[src/rtl/window_13x13_border_restorer.sv]
// -----------------------------------------------------------------------------
// window_13x13_border_restorer
//
// Sink-side companion to the 13x13 window buffer. Upstream delivers only the
// interior pixels of a frame: (COLS-12)x(ROWS-12) valid pulses with gaps at
// row ends and no backpressure. This block rebuilds the full COLS x ROWS
// raster, one pixel per cycle, inserting PAD_VALUE on the 6-pixel border so
// that the frame writer downstream always sees full-size frames.
//
// Interior pixels are buffered in a small FIFO. The raster walk is driven by
// an FSM. The FSM stalls only in the interior span of a row (ROW_M), and only
// while the FIFO is empty.
//
// Ports:
//   clk            clock, all logic on the rising edge
//   rst            synchronous active-high reset
//   start_i        frame-start pulse, honoured only in IDLE
//   done_i         upstream interior pixel valid
//   data_i         upstream interior pixel
//   data_o         output pixel (registered, holds when done_o=0)
//   done_o         output pixel valid (registered)
//   progress_done  one-cycle pulse the cycle after the last frame pixel
//   overflow_o     sticky: an interior pixel arrived while the FIFO was full
// -----------------------------------------------------------------------------
module window_13x13_border_restorer #(
  parameter int                    DATA_WIDTH = 8,
  parameter int                    COLS       = 640,
  parameter int                    ROWS       = 480,
  parameter logic [DATA_WIDTH-1:0] PAD_VALUE  = '0,
  parameter int                    FIFO_DEPTH = 16
) (
  input  logic                  clk,
  input  logic                  rst,
  input  logic                  start_i,
  input  logic                  done_i,
  input  logic [DATA_WIDTH-1:0] data_i,
  output logic [DATA_WIDTH-1:0] data_o,
  output logic                  done_o,
  output logic                  progress_done,
  output logic                  overflow_o
);

  localparam int CW = $clog2(COLS);
  localparam int RW = $clog2(ROWS);
  localparam int AW = $clog2(FIFO_DEPTH);

  // Raster landmarks on which the FSM changes region
  localparam logic [CW-1:0] C_LEFT_LAST  = CW'(5);
  localparam logic [CW-1:0] C_MID_LAST   = CW'(COLS - 7);
  localparam logic [CW-1:0] C_LAST       = CW'(COLS - 1);
  localparam logic [RW-1:0] R_TOP_LAST   = RW'(5);
  localparam logic [RW-1:0] R_MID_LAST   = RW'(ROWS - 7);
  localparam logic [RW-1:0] R_LAST       = RW'(ROWS - 1);
  localparam logic [AW:0]   FIFO_FULL_CT = (AW + 1)'(FIFO_DEPTH);

  typedef enum logic [2:0] {
    S_IDLE   = 3'd0,
    S_TOP    = 3'd1,
    S_ROW_L  = 3'd2,
    S_ROW_M  = 3'd3,
    S_ROW_R  = 3'd4,
    S_BOT    = 3'd5,
    S_FINISH = 3'd6,
    S_DONE   = 3'd7
  } state_t;

  state_t                r_state;
  state_t                w_next_state;

  logic [CW-1:0]         r_col;
  logic [RW-1:0]         r_row;

  logic [DATA_WIDTH-1:0] r_mem [FIFO_DEPTH];
  logic [AW-1:0]         r_wr_ptr;
  logic [AW-1:0]         r_rd_ptr;
  logic [AW:0]           r_count;

  logic [DATA_WIDTH-1:0] r_data;
  logic                  r_done;
  logic                  r_progress;
  logic                  r_overflow;

  logic                  w_issue;
  logic                  w_pad;
  logic                  w_clear;
  logic                  w_flush;
  logic                  w_accept;
  logic                  w_fifo_empty;
  logic                  w_fifo_full;
  logic                  w_push;
  logic                  w_pop;
  logic                  w_drop;
  logic                  w_col_last;
  logic                  w_row_last;

  assign w_fifo_empty = (r_count == '0);
  assign w_fifo_full  = (r_count == FIFO_FULL_CT);
  assign w_col_last   = (r_col == C_LAST);
  assign w_row_last   = (r_row == R_LAST);

  // Upstream pixels are only meaningful while a frame is being rebuilt.
  assign w_accept = (r_state != S_IDLE) && (r_state != S_FINISH) &&
                    (r_state != S_DONE);

  // Fullness is judged on the current occupancy, so a pop in the same cycle
  // does not make room for a push.
  assign w_push  = done_i && w_accept && !w_fifo_full;
  assign w_drop  = done_i && w_accept && w_fifo_full;
  assign w_pop   = w_issue && !w_pad;
  assign w_flush = (r_state == S_FINISH);

  // FSM state register
  always_ff @(posedge clk) begin
    if (rst) begin
      r_state <= S_IDLE;
    end else begin
      r_state <= w_next_state;
    end
  end

  // Next-state, issue and pad-select decode
  always_comb begin
    w_next_state = r_state;
    w_issue      = 1'b0;
    w_pad        = 1'b1;
    w_clear      = 1'b0;
    case (r_state)
      S_IDLE: begin
        if (start_i) begin
          w_next_state = S_TOP;
          w_clear      = 1'b1;
        end else begin
          w_next_state = S_IDLE;
        end
      end
      S_TOP: begin
        w_issue = 1'b1;
        if ((r_row == R_TOP_LAST) && w_col_last) begin
          w_next_state = S_ROW_L;
        end else begin
          w_next_state = S_TOP;
        end
      end
      S_ROW_L: begin
        w_issue = 1'b1;
        if (r_col == C_LEFT_LAST) begin
          w_next_state = S_ROW_M;
        end else begin
          w_next_state = S_ROW_L;
        end
      end
      S_ROW_M: begin
        // Interior span: emit FIFO data, stall while it is empty.
        w_pad   = 1'b0;
        w_issue = !w_fifo_empty;
        if (!w_fifo_empty && (r_col == C_MID_LAST)) begin
          w_next_state = S_ROW_R;
        end else begin
          w_next_state = S_ROW_M;
        end
      end
      S_ROW_R: begin
        w_issue = 1'b1;
        if (w_col_last) begin
          if (r_row == R_MID_LAST) begin
            w_next_state = S_BOT;
          end else begin
            w_next_state = S_ROW_L;
          end
        end else begin
          w_next_state = S_ROW_R;
        end
      end
      S_BOT: begin
        w_issue = 1'b1;
        if (w_row_last && w_col_last) begin
          w_next_state = S_FINISH;
        end else begin
          w_next_state = S_BOT;
        end
      end
      S_FINISH: begin
        w_next_state = S_DONE;
      end
      S_DONE: begin
        w_next_state = S_IDLE;
      end
      default: begin
        w_next_state = S_IDLE;
      end
    endcase
  end

  // Raster position: advances only on cycles that issue a pixel
  always_ff @(posedge clk) begin
    if (rst) begin
      r_col <= '0;
      r_row <= '0;
    end else if (w_clear) begin
      r_col <= '0;
      r_row <= '0;
    end else if (w_issue) begin
      if (w_col_last) begin
        r_col <= '0;
        r_row <= w_row_last ? '0 : r_row + RW'(1);
      end else begin
        r_col <= r_col + CW'(1);
        r_row <= r_row;
      end
    end else begin
      r_col <= r_col;
      r_row <= r_row;
    end
  end

  // FIFO storage array (data only, occupancy is tracked separately)
  always_ff @(posedge clk) begin
    if (w_push) begin
      r_mem[r_wr_ptr] <= data_i;
    end
  end

  // FIFO pointers and occupancy; flushed on reset and at end of frame
  always_ff @(posedge clk) begin
    if (rst || w_flush) begin
      r_wr_ptr <= '0;
      r_rd_ptr <= '0;
      r_count  <= '0;
    end else begin
      r_wr_ptr <= w_push ? r_wr_ptr + AW'(1) : r_wr_ptr;
      r_rd_ptr <= w_pop  ? r_rd_ptr + AW'(1) : r_rd_ptr;
      case ({w_push, w_pop})
        2'b10:   r_count <= r_count + (AW + 1)'(1);
        2'b01:   r_count <= r_count - (AW + 1)'(1);
        default: r_count <= r_count;
      endcase
    end
  end

  // Sticky overflow flag, cleared only when a new frame is accepted
  always_ff @(posedge clk) begin
    if (rst) begin
      r_overflow <= 1'b0;
    end else if (w_clear) begin
      r_overflow <= 1'b0;
    end else if (w_drop) begin
      r_overflow <= 1'b1;
    end else begin
      r_overflow <= r_overflow;
    end
  end

  // Output registers: pixel issued this cycle appears next cycle
  always_ff @(posedge clk) begin
    if (rst) begin
      r_data     <= '0;
      r_done     <= 1'b0;
      r_progress <= 1'b0;
    end else begin
      r_done     <= w_issue;
      r_progress <= (r_state == S_FINISH);
      if (w_issue) begin
        r_data <= w_pad ? PAD_VALUE : r_mem[r_rd_ptr];
      end else begin
        r_data <= r_data;
      end
    end
  end

  assign data_o        = r_data;
  assign done_o        = r_done;
  assign progress_done = r_progress;
  assign overflow_o    = r_overflow;

endmodule

[config.mk]
export PLATFORM = sky130hd
export DESIGN_NAME = window_13x13_border_restorer
export DESIGN_NICKNAME = d
export VERILOG_FILES = /design/src/rtl/window_13x13_border_restorer.sv
export SDC_FILE = /design/constraint.sdc
export NUM_CORES = 1
export LEC_CHECK = 0
export CAP_MARGIN = 5
export CORE_MARGIN = 2
export CORE_UTILIZATION = 38
export DETAILED_ROUTE_END_ITERATION = 6
export GPL_TIMING_DRIVEN = 0
export SETUP_SLACK_MARGIN = 0.2
export SYNTH_ARGS = -nofsm -noshare
export SYNTH_HDL_FRONTEND = slang
export SYNTH_SLANG_ARGS = --single-unit
[constraint.sdc]
create_clock -name clk -period 4.3 [get_ports clk]
set_input_delay 0.43 -clock clk [delete_from_list [all_inputs] [get_ports clk]]
set_output_delay 0.43 -clock clk [all_outputs]
set_load 0.005 [all_outputs]
Word-level counts from Yosys, hierarchy flattened:

Memories as Yosys holds them, arrays and structs flattened. A register that Yosys moved wholly into a read port is not among the register bits.
Cells that the tools add are included.

* bits in registers: 46
* bits in writable memories: 128
* input port bits: 12
* output and inout port bits: 11
* logic and storage cells: 73
* memories: 1

Memory list
* r_mem: depth 16, width 8, read ports 1, clocked after memory_dff 1, wr ports 1, RTL line 73 `logic [DATA_WIDTH-1:0] r_mem [FIFO_DEPTH];`

* add/sub/neg operators: 6
* eq/ne operators: 18
* mux-type cells: 19
* reduce and logical (&&, ||, !) cells: 19

Operators with widths (count)
* $pmux W3 S8: 1
* $eq A10 B10 Y1 const B: 2
* $eq A9 B9 Y1 const B: 2
* $eq A3 B3 Y1 const B: 4
* $add A10 B1 Y10 const B: 1
* $eq A10 B3 Y1 const B: 1
* $mux W10: 1
* $pmux W5 S2: 1
* $add A9 B1 Y9 const B: 1
* $eq A9 B3 Y1 const B: 1
* $logic_and A1 B1 Y1: 9
* $mux W3: 3
* $mux W9: 1
* $add A4 B1 Y4 const B: 2
* $mux W4: 2
* $mux W8: 1
* $eq A3 B2 Y1 const B: 2
* $mux W1: 6
* $ne A3 B3 Y1 const B: 2
* $add A5 B1 Y5 const B: 1
* $eq A5 B5 Y1 const B: 1
* $logic_not A5 Y1: 1
* $sub A5 B1 Y5 const B: 1
* $mux W2: 2
* 12 further kinds: 13

Logic depth before layout (Yosys ltp):

Gate-level depths: netlist of the first run.

* word-level depth: 7
* gate-level depth with buffers: 14
* mapped depth without buffers: 11

Worst setup path before layout of the first run:

OpenSTA, ideal clock, no wires.

* path type: reg2reg
* start point: register r_count[1]
* end point: register r_count[4]
* setup time: 70 ps
* arrival: 3096 ps
* data required time: 4230 ps
* slack: 1134 ps
* stages on the path, launching flop included: 15
* buffers on the path: 3
* clock period less this slack: 3166 ps
* path through: dfxtp_1 clkbuf_1 or4_1 o211a_1 clkbuf_1 inv_1 ha_1 clkbuf_1 xor2_1 ha_1 o21a_1 o21ai_0 and4_1 or3_1 a21oi_1

* longest elaborated chain between the ends: 6
* elaborated cells between the ends (all ways): 13
* classes of those cells: 2 x add/sub; 3 x eq/ne; 2 x mux; 6 x reduce/logical

RTL lines
* from (decl): RTL line 76 `logic [AW:0] r_count;`
* from (signal assigned): RTL line 233 `2'b10: r_count <= r_count + (AW + 1)'(1);`
* from (signal assigned): RTL line 234 `2'b01: r_count <= r_count - (AW + 1)'(1);`
* from (signal assigned): RTL line 235 `default: r_count <= r_count;`
* $logic_not A5 Y1: RTL line 96 `assign w_fifo_empty = (r_count == '0);`
* $logic_not A1 Y1: RTL line 155 `w_issue = !w_fifo_empty;`
* $pmux W1 S2: RTL line 127 `case (r_state)`
* $logic_and A1 B1 Y1: RTL line 109 `assign w_pop = w_issue && !w_pad;`
* $eq A2 B1 Y1 or $eq A2 B2 Y1 (tied branches): RTL line 232 `case ({w_push, w_pop})`
* $pmux W5 S2 or $reduce_bool A2 Y1 (tied branches)

Several ways; a longest one is shown, not always the timed one.
A chain may end at the register's enable or synchronous reset.

Worst setup path after layout of the first run:

* start point: register r_state[0]
* end point: register r_count[4]

* elaborated cells between the ends (all ways): 21
* classes of those cells: 10 x eq/ne; 2 x mux; 9 x reduce/logical

RTL lines
* from (decl): RTL line 67 `state_t r_state;`
* from (signal assigned): RTL line 117 `r_state <= w_next_state;`
* $eq A3 B3 Y1, or another cell as far along: RTL line 127
* $reduce_or A4 Y1 (no source line)
* $pmux W1 S2: RTL line 127
* $logic_and A1 B1 Y1 *: RTL line 109
* named net w_pop: RTL line 91 `logic w_pop;`
* $eq A2 B1 Y1 or $eq A2 B2 Y1 (tied branches): RTL line 232
* $pmux W5 S2 or $reduce_bool A2 Y1 (tied branches)

The timed path passes the listed nets; every way through them passes the cells marked *.

==> flow_summary.toml, run 1 <==
[synth]
synth_fa_ha_area_share_pct = 2.01
synth_top_area_share_pct = 51.5
avgSynthCellArea_um2 = 14.3
synth_cells = 520
synthTopCellsByCount = "edfxtp_1 (128), nor2_1 (51), dfxtp_1 (50), mux4_2 (32), a21oi_1 (24)"
async_flop_share_pct = 0
yosys_warnings = 0
synth_simple_gate_area_share_pct = 11.3
synthXorXnorAreaFrac_pct = 2.47
synth_top_family_by_area = "simple AND/OR/NAND/NOR gates"
synth_edf_count = 128
ys_ff_latch = 178
synth_top_cell_by_area = "edfxtp_1"
ys_types = 52
yosysMostFrequentCell = "edfxtp_1"
synth_area_um2 = 7460
yosysSeqAreaShare_pct = 64.9
synth.net_count = 544
muxShareOfSynthArea_pct = 11.1
synth-compound-area-share_pct = 6.04
synthTopCellsByArea = "edfxtp_1 (52%), dfxtp_1 (13%), mux4_2 (9.7%), nor2_1 (2.6%), ha_1 (2.0%)"
synth_flop_cell = "edfxtp_1"

[timing]
finalClockSkew_ps = 19.1
drv_slew = 0
setup_viol = 0
fin_ws_ps = 735
grt_setup_unrepaired = "no"
layout_min_cycle_time_ps = 3560
max-slew-margin-rel_pct = 14.4
timing.fmax_mhz = 281
finalHoldViolCount = 0
fin_tns_setup_ps = 0
whs_ps = 396
tightest_slew_ps = 1270
fin_crit_sh_pct = 82.9

[grt]
track_usage_pct = 16.3
grt_pass1_wl_um = 25000
gr-total-overflow = 0
grt_pass1_vias = 4552
antenna_found_initial = 0
grt_max_degree = 19

[place]
io_buffers = 21
numPlacedInstances = 806
dp_hpwl_um = 10400
gp_congestion = 0.852
place_area_um2 = 8000
pre_cts_slack_ps = 605

[cts]
tritoncts = "yes"
clk_pin_slew_ps = 70
cts.sinks = 178
cts_setup_buffers = 0
ctsResizeCount = 0
ctsRootBufferMaster = "clkbuf_16"
clock_tree.buffer_depth = 2
cts_hold_buf = 0
h-tree-depth = 4
clock_latency_ps = 430
cts_buffers = 17

[worst_setup_path]
crit_end = "r_count[4]"
end_kind = "flip-flop"
critPathKind = "flip-flop to flip-flop"
cp_data_required_time_ps = 4670
start_kind = "flip-flop"
rr_worst_depth = 12
r2r-start = "r_state[0]"
r2r_slack_ps = 740
reg2reg_to = "r_count[4]"
worstPathArrival_ps = 3930
worst-path-max-fanout = 10
crit_path_start = "r_state[0]"

[power]
leakage_nw = 2.67
swShare_pct = 22.9
clock_power_share_pct = 43.3
p_sw_uw = 786
peakVddDrop_mv = 0.284
power_frac_seq_pct = 53.9
p_int_mw = 2.64
p_per_area_nw_per_um2 = 400
share_comb_of_total_power_pct = 2.8

[final_layout]
drive_above_1_share_pct = 12.7
nets = 584
area_growth_pct = 14.9
diodes = 0
multi_input_area_um2 = 2460
final_area_um2 = 8570
ff_latch_area_um2 = 4840
stdcell_count = 838
fillers = 1740

[route]
avgRoutedWirePerCell_um = 18.7
antenna_left = 0
postRouteWirelength_um = 15700
first_iter_violations = 356
num_vias = 4459
drc = 0
vias_per_cell = 5.32
dr.pass1.iters = 5

[min_path]
hold_path_class = "primary input to flip-flop"

[floorplanning]
coreArea_um2 = 19300
die-height_um = 144
die_x_um = 144
rows = 51
design.die.area_um2 = 20800
ioPinCount = 23
initial_core_util_pct = 38.6

[flow_run]
cap_violations = 0

[status]
status = "completed"
-- power groups by stage --
stage / clock network (mW) / registers, mW / logic (mW)
2_1_floorplan: 0 / 1.89 / 0.0482
3_3_place_gp: 0 / 1.89 / 0.0913
3_5_place_dp: 0 / 1.89 / 0.0951
4_1_cts: 1.51 / 1.85 / 0.0956
5_1_grt: 1.59 / 1.85 / 0.106
6_report: 1.49 / 1.85 / 0.0955
-- layer usage --
layer | vias up | wire [µm] | track usage [%]
li1 | 2085 | - | -
met2 | 137 | 7800 | 27.1
met4 | 0 | 110 | 3.72
met1 | 2227 | 6900 | 21.6
met3 | 10 | 874 | 4.21
met5 | - | 0 | 0
-- kinds of logic after synthesis --
logic type	count (synthesis)
XOR/XNOR	21
adder cells (fa/ha/maj)	12
AO/OA/AOI/OAI	67
AND/OR/NAND/NOR	159
flip-flops	178
buffers and inverters	40
multiplexers	43
-- through the flow --
step                      util, %  power (mW)
final                        44.3        3.43
after CTS                    44.3        3.46
after detailed placement     41.4        1.98
after global routing         44.3        3.55
after floorplan                 -        1.93
after global placement       41.4        1.98
-- flip-flops by register name, summed over array words and instances (netlist names), named ones only --
register	flops
data_o	8
overflow_o	1
r_wr_ptr	4
progress_done	1
r_state	3
r_col	10
r_count	5
r_mem	128
done_o	1
r_rd_ptr	4
r_row	9
-- critical path, cell delays in order (launching register included) --
cell	delay, ps
dfxtp_1	320
clkbuf_1	330
nand3b_1	210
a21oi_1	680
ha_1	310
clkbuf_1	340
xor2_1	180
ha_1	260
o21a_1	130
o21ai_0	60
and4_1	210
or3_1	330
a21oi_1	120
-- final cells by class --
type / count / share of cell area [%]
buffer: 29 / 1.33
timing repair buffer: 21 / 2.45
clock buffer: 17 / 4.96
inverter: 11 / 0.482
tap: 265 / 3.87
clock inverter: 15 / 1.65
sequential: 178 / 56.5
multi-input combinational: 302 / 28.7
-- worst min path at each step --
stage          startpoint       endpoint  slack [ps]  cells after the start
2_1_floorplan  overflow_o     overflow_o         460                      2
3_3_place_gp    data_o[2]      data_o[2]         460                      1
3_5_place_dp    data_o[2]      data_o[2]         460                      1
4_1_cts               rst  progress_done         370                      2
5_1_grt               rst  progress_done         430                      2
6_report              rst  progress_done         400                      2
-- layout by cell type (no fill, tap or decap), types with 17 or more instances in the layout --
cell type / n
clkbuf_16: 17
nand2_1: 19
mux4_2: 32
clkdlybuf4s50_1: 21
nor2_1: 51
a21oi_1: 24
dfxtp_1: 50
clkbuf_1: 19
edfxtp_1: 128
No activity file was read; power rests on OpenSTA's default activity.
==> run 2, diff against run 1 <==
Clock period 4.3 ns to 3.05 ns, I/O delays scaled along.
==> run 2 against run 1 <==
Utilization up 1.4 points; critical path depth up 3; largest cell class unchanged; clock skew down 10 ps; sequential share of layout area down 1.6 points; first-iteration DRC count down 28%; register-to-register slack worse by 530 ps; maximum frequency up 25%; clock power up 47%; routed wire length down 1.5%; global-route usage down 0.48 points; critical endpoint unchanged.
==> flow_summary.toml, run 2 (same netlist as run 1, synthesis figures left out) <==
[cts]
clk_pin_slew_ps = 60
ctsRootBufferMaster = "clkbuf_16"
clock_latency_ps = 420
cts.sinks = 178
cts_hold_buf = 0
tritoncts = "yes"
cts_buffers = 17
h-tree-depth = 4
clock_tree.buffer_depth = 2

[timing]
timing.fmax_mhz = 352
finalClockSkew_ps = 8.78
max-slew-margin-rel_pct = 41.7
grt_setup_unrepaired = "yes"
drv_slew = 0
fin_crit_sh_pct = 93.2
setup_viol = 0
finalHoldViolCount = 0
whs_ps = 271
tightest_slew_ps = 868
layout_min_cycle_time_ps = 2840

[grt]
antenna_found_initial = 0
grt_pass1_vias = 4470
gr-total-overflow = 0
track_usage_pct = 15.8
grt_max_degree = 17
grt_pass1_wl_um = 24500

[worst_setup_path]
worstPathArrival_ps = 3190
critPathKind = "flip-flop to flip-flop"
r2r_slack_ps = 210
slowest_stage = "or4_4"
reg2reg_to = "r_count[4]"
cp_top_family = "simple AND/OR/NAND/NOR gates"
start_kind = "flip-flop"
cp_common_cell = "buf_8"
path_depth = 15
critPathBufInv = 6
crit_path_start = "r_count[2]"
crit_chain = "buf_8 -> or4_4 -> o211a_1 -> buf_8 -> inv_4 -> ha_4 -> buf_8 -> xor2_2 -> ha_2 -> buf_4 -> buf_4 -> a31oi_1 -> a211oi_1 -> or3_1 -> a21oi_1"
slowest_delay_ps = 480
worst-path-max-fanout = 8
crit_end = "r_count[4]"
cp_data_required_time_ps = 3400
rr_worst_depth = 15
r2r-start = "r_count[2]"
end_kind = "flip-flop"

[route]
met2WireLength_um = 7680
postRouteWirelength_um = 15500
vias_per_cell = 5.17
avgRoutedWirePerCell_um = 18.2
antenna_left = 0
dr.pass1.iters = 4
top_layer_used = "met4"
dr_wl_met3_um = 669
first_iter_violations = 256
num_vias = 4398
wirelength_met1_um = 6970
drc = 0

[final_layout]
layout_commonest_cell = "edfxtp_1"
drive_above_1_share_pct = 17.9
diodes = 0
final_cell_mix = "edfxtp_1 (128), nor2_1 (51), dfxtp_1 (47), mux4_2 (32), a21oi_1 (23)"
largest_reg_flops = 128
regMostFlops = "r_mem"
nets = 598
area_growth_pct = 18.4
stdcell_count = 851
largest_registers = "r_mem: 128 flops, r_col: 10 flops, r_row: 9 flops"

[floorplanning]
die-height_um = 144
ioPinCount = 23
initial_core_util_pct = 38.6
coreArea_um2 = 19300
design.die.area_um2 = 20800
rows = 51
die_x_um = 144

[power]
p_int_mw = 3.95
p_per_area_nw_per_um2 = 560
peakVddDrop_mv = 0.413
power_mw = 4.94
power_frac_seq_pct = 52.8
clock_power_share_pct = 44.2
leakage_nw = 2.79
swShare_pct = 20.2
share_comb_of_total_power_pct = 3.0
p_sw_uw = 997

[min_path]
hold_path_class = "primary input to flip-flop"

[place]
gp_congestion = 0.831
dp_hpwl_um = 10100
numPlacedInstances = 806
io_buffers = 21

[status]
status = "completed"

[flow_run]
cap_violations = 0
==> run 2: cell types whose count changed in the layout (fill, tap and decap cells not counted), sizes merged <==
cell / delta
bufinv: +3
clkbuf: -1
inv: -7
clkinv: -1
clkinvlp: +2
buf: +17
==> run 2: worst min path at each step <==
stage / startpoint / cells after the start / end
6_report: rst / 2 / progress_done
5_1_grt: rst / 2 / progress_done
4_1_cts: rst / 2 / done_o
3_5_place_dp: data_o[2] / 1 / data_o[2]
3_3_place_gp: data_o[0] / 1 / data_o[0]
2_1_floorplan: data_i[0] / 0 / r_mem[0][0]
==> run 2: cell type report <==
cell class	count	area, µm²
inverter	11	43.8
tap	265	332
clock buffer	19	433
timing repair buffer	36	320
buffer	28	159
multi-input combinational	302	2540
sequential	178	4850
clock inverter	12	159
fill	1722	10500
==> run 2: power groups by stage <==
stage / logic (mW) / clock network (mW) / registers [mW]
after floorplan: 0.0722 / 0 / 2.66
final: 0.149 / 2.19 / 2.61
after detailed placement: 0.137 / 0 / 2.66
after global routing: 0.167 / 2.34 / 2.61
after global placement: 0.133 / 0 / 2.66
after CTS: 0.143 / 2.24 / 2.61
==> run 2: metal layers <==
layer / vias up / GRT usage, %
met1: 2184 / 20.8
met4: 0 / 3.77
li1: 2108 / -
met5: - / 0
met2: 94 / 26.4
met3: 12 / 4.01
==> run 2: what timing repair did <==
action / 4_1_cts / 5_1_grt
pin swaps: 4 / 9
setup buffers: 4 / 10
resized for setup: 8 / 15
endpoints found under the setup margin: 27 / 13
==> run 2: through the flow <==
step | TNS [ps] | util [%] | area, µm² | setup slack (ps)
3_3_place_gp | -3550 | 41.7 | 8060 | -219
5_1_grt | 0 | 45.7 | 8830 | 101
3_5_place_dp | -3030 | 41.7 | 8060 | -305
2_1_floorplan | 0 | - | 7520 | 205
6_report | 0 | 45.7 | 8830 | 207
4_1_cts | 0 | 45.1 | 8720 | 110
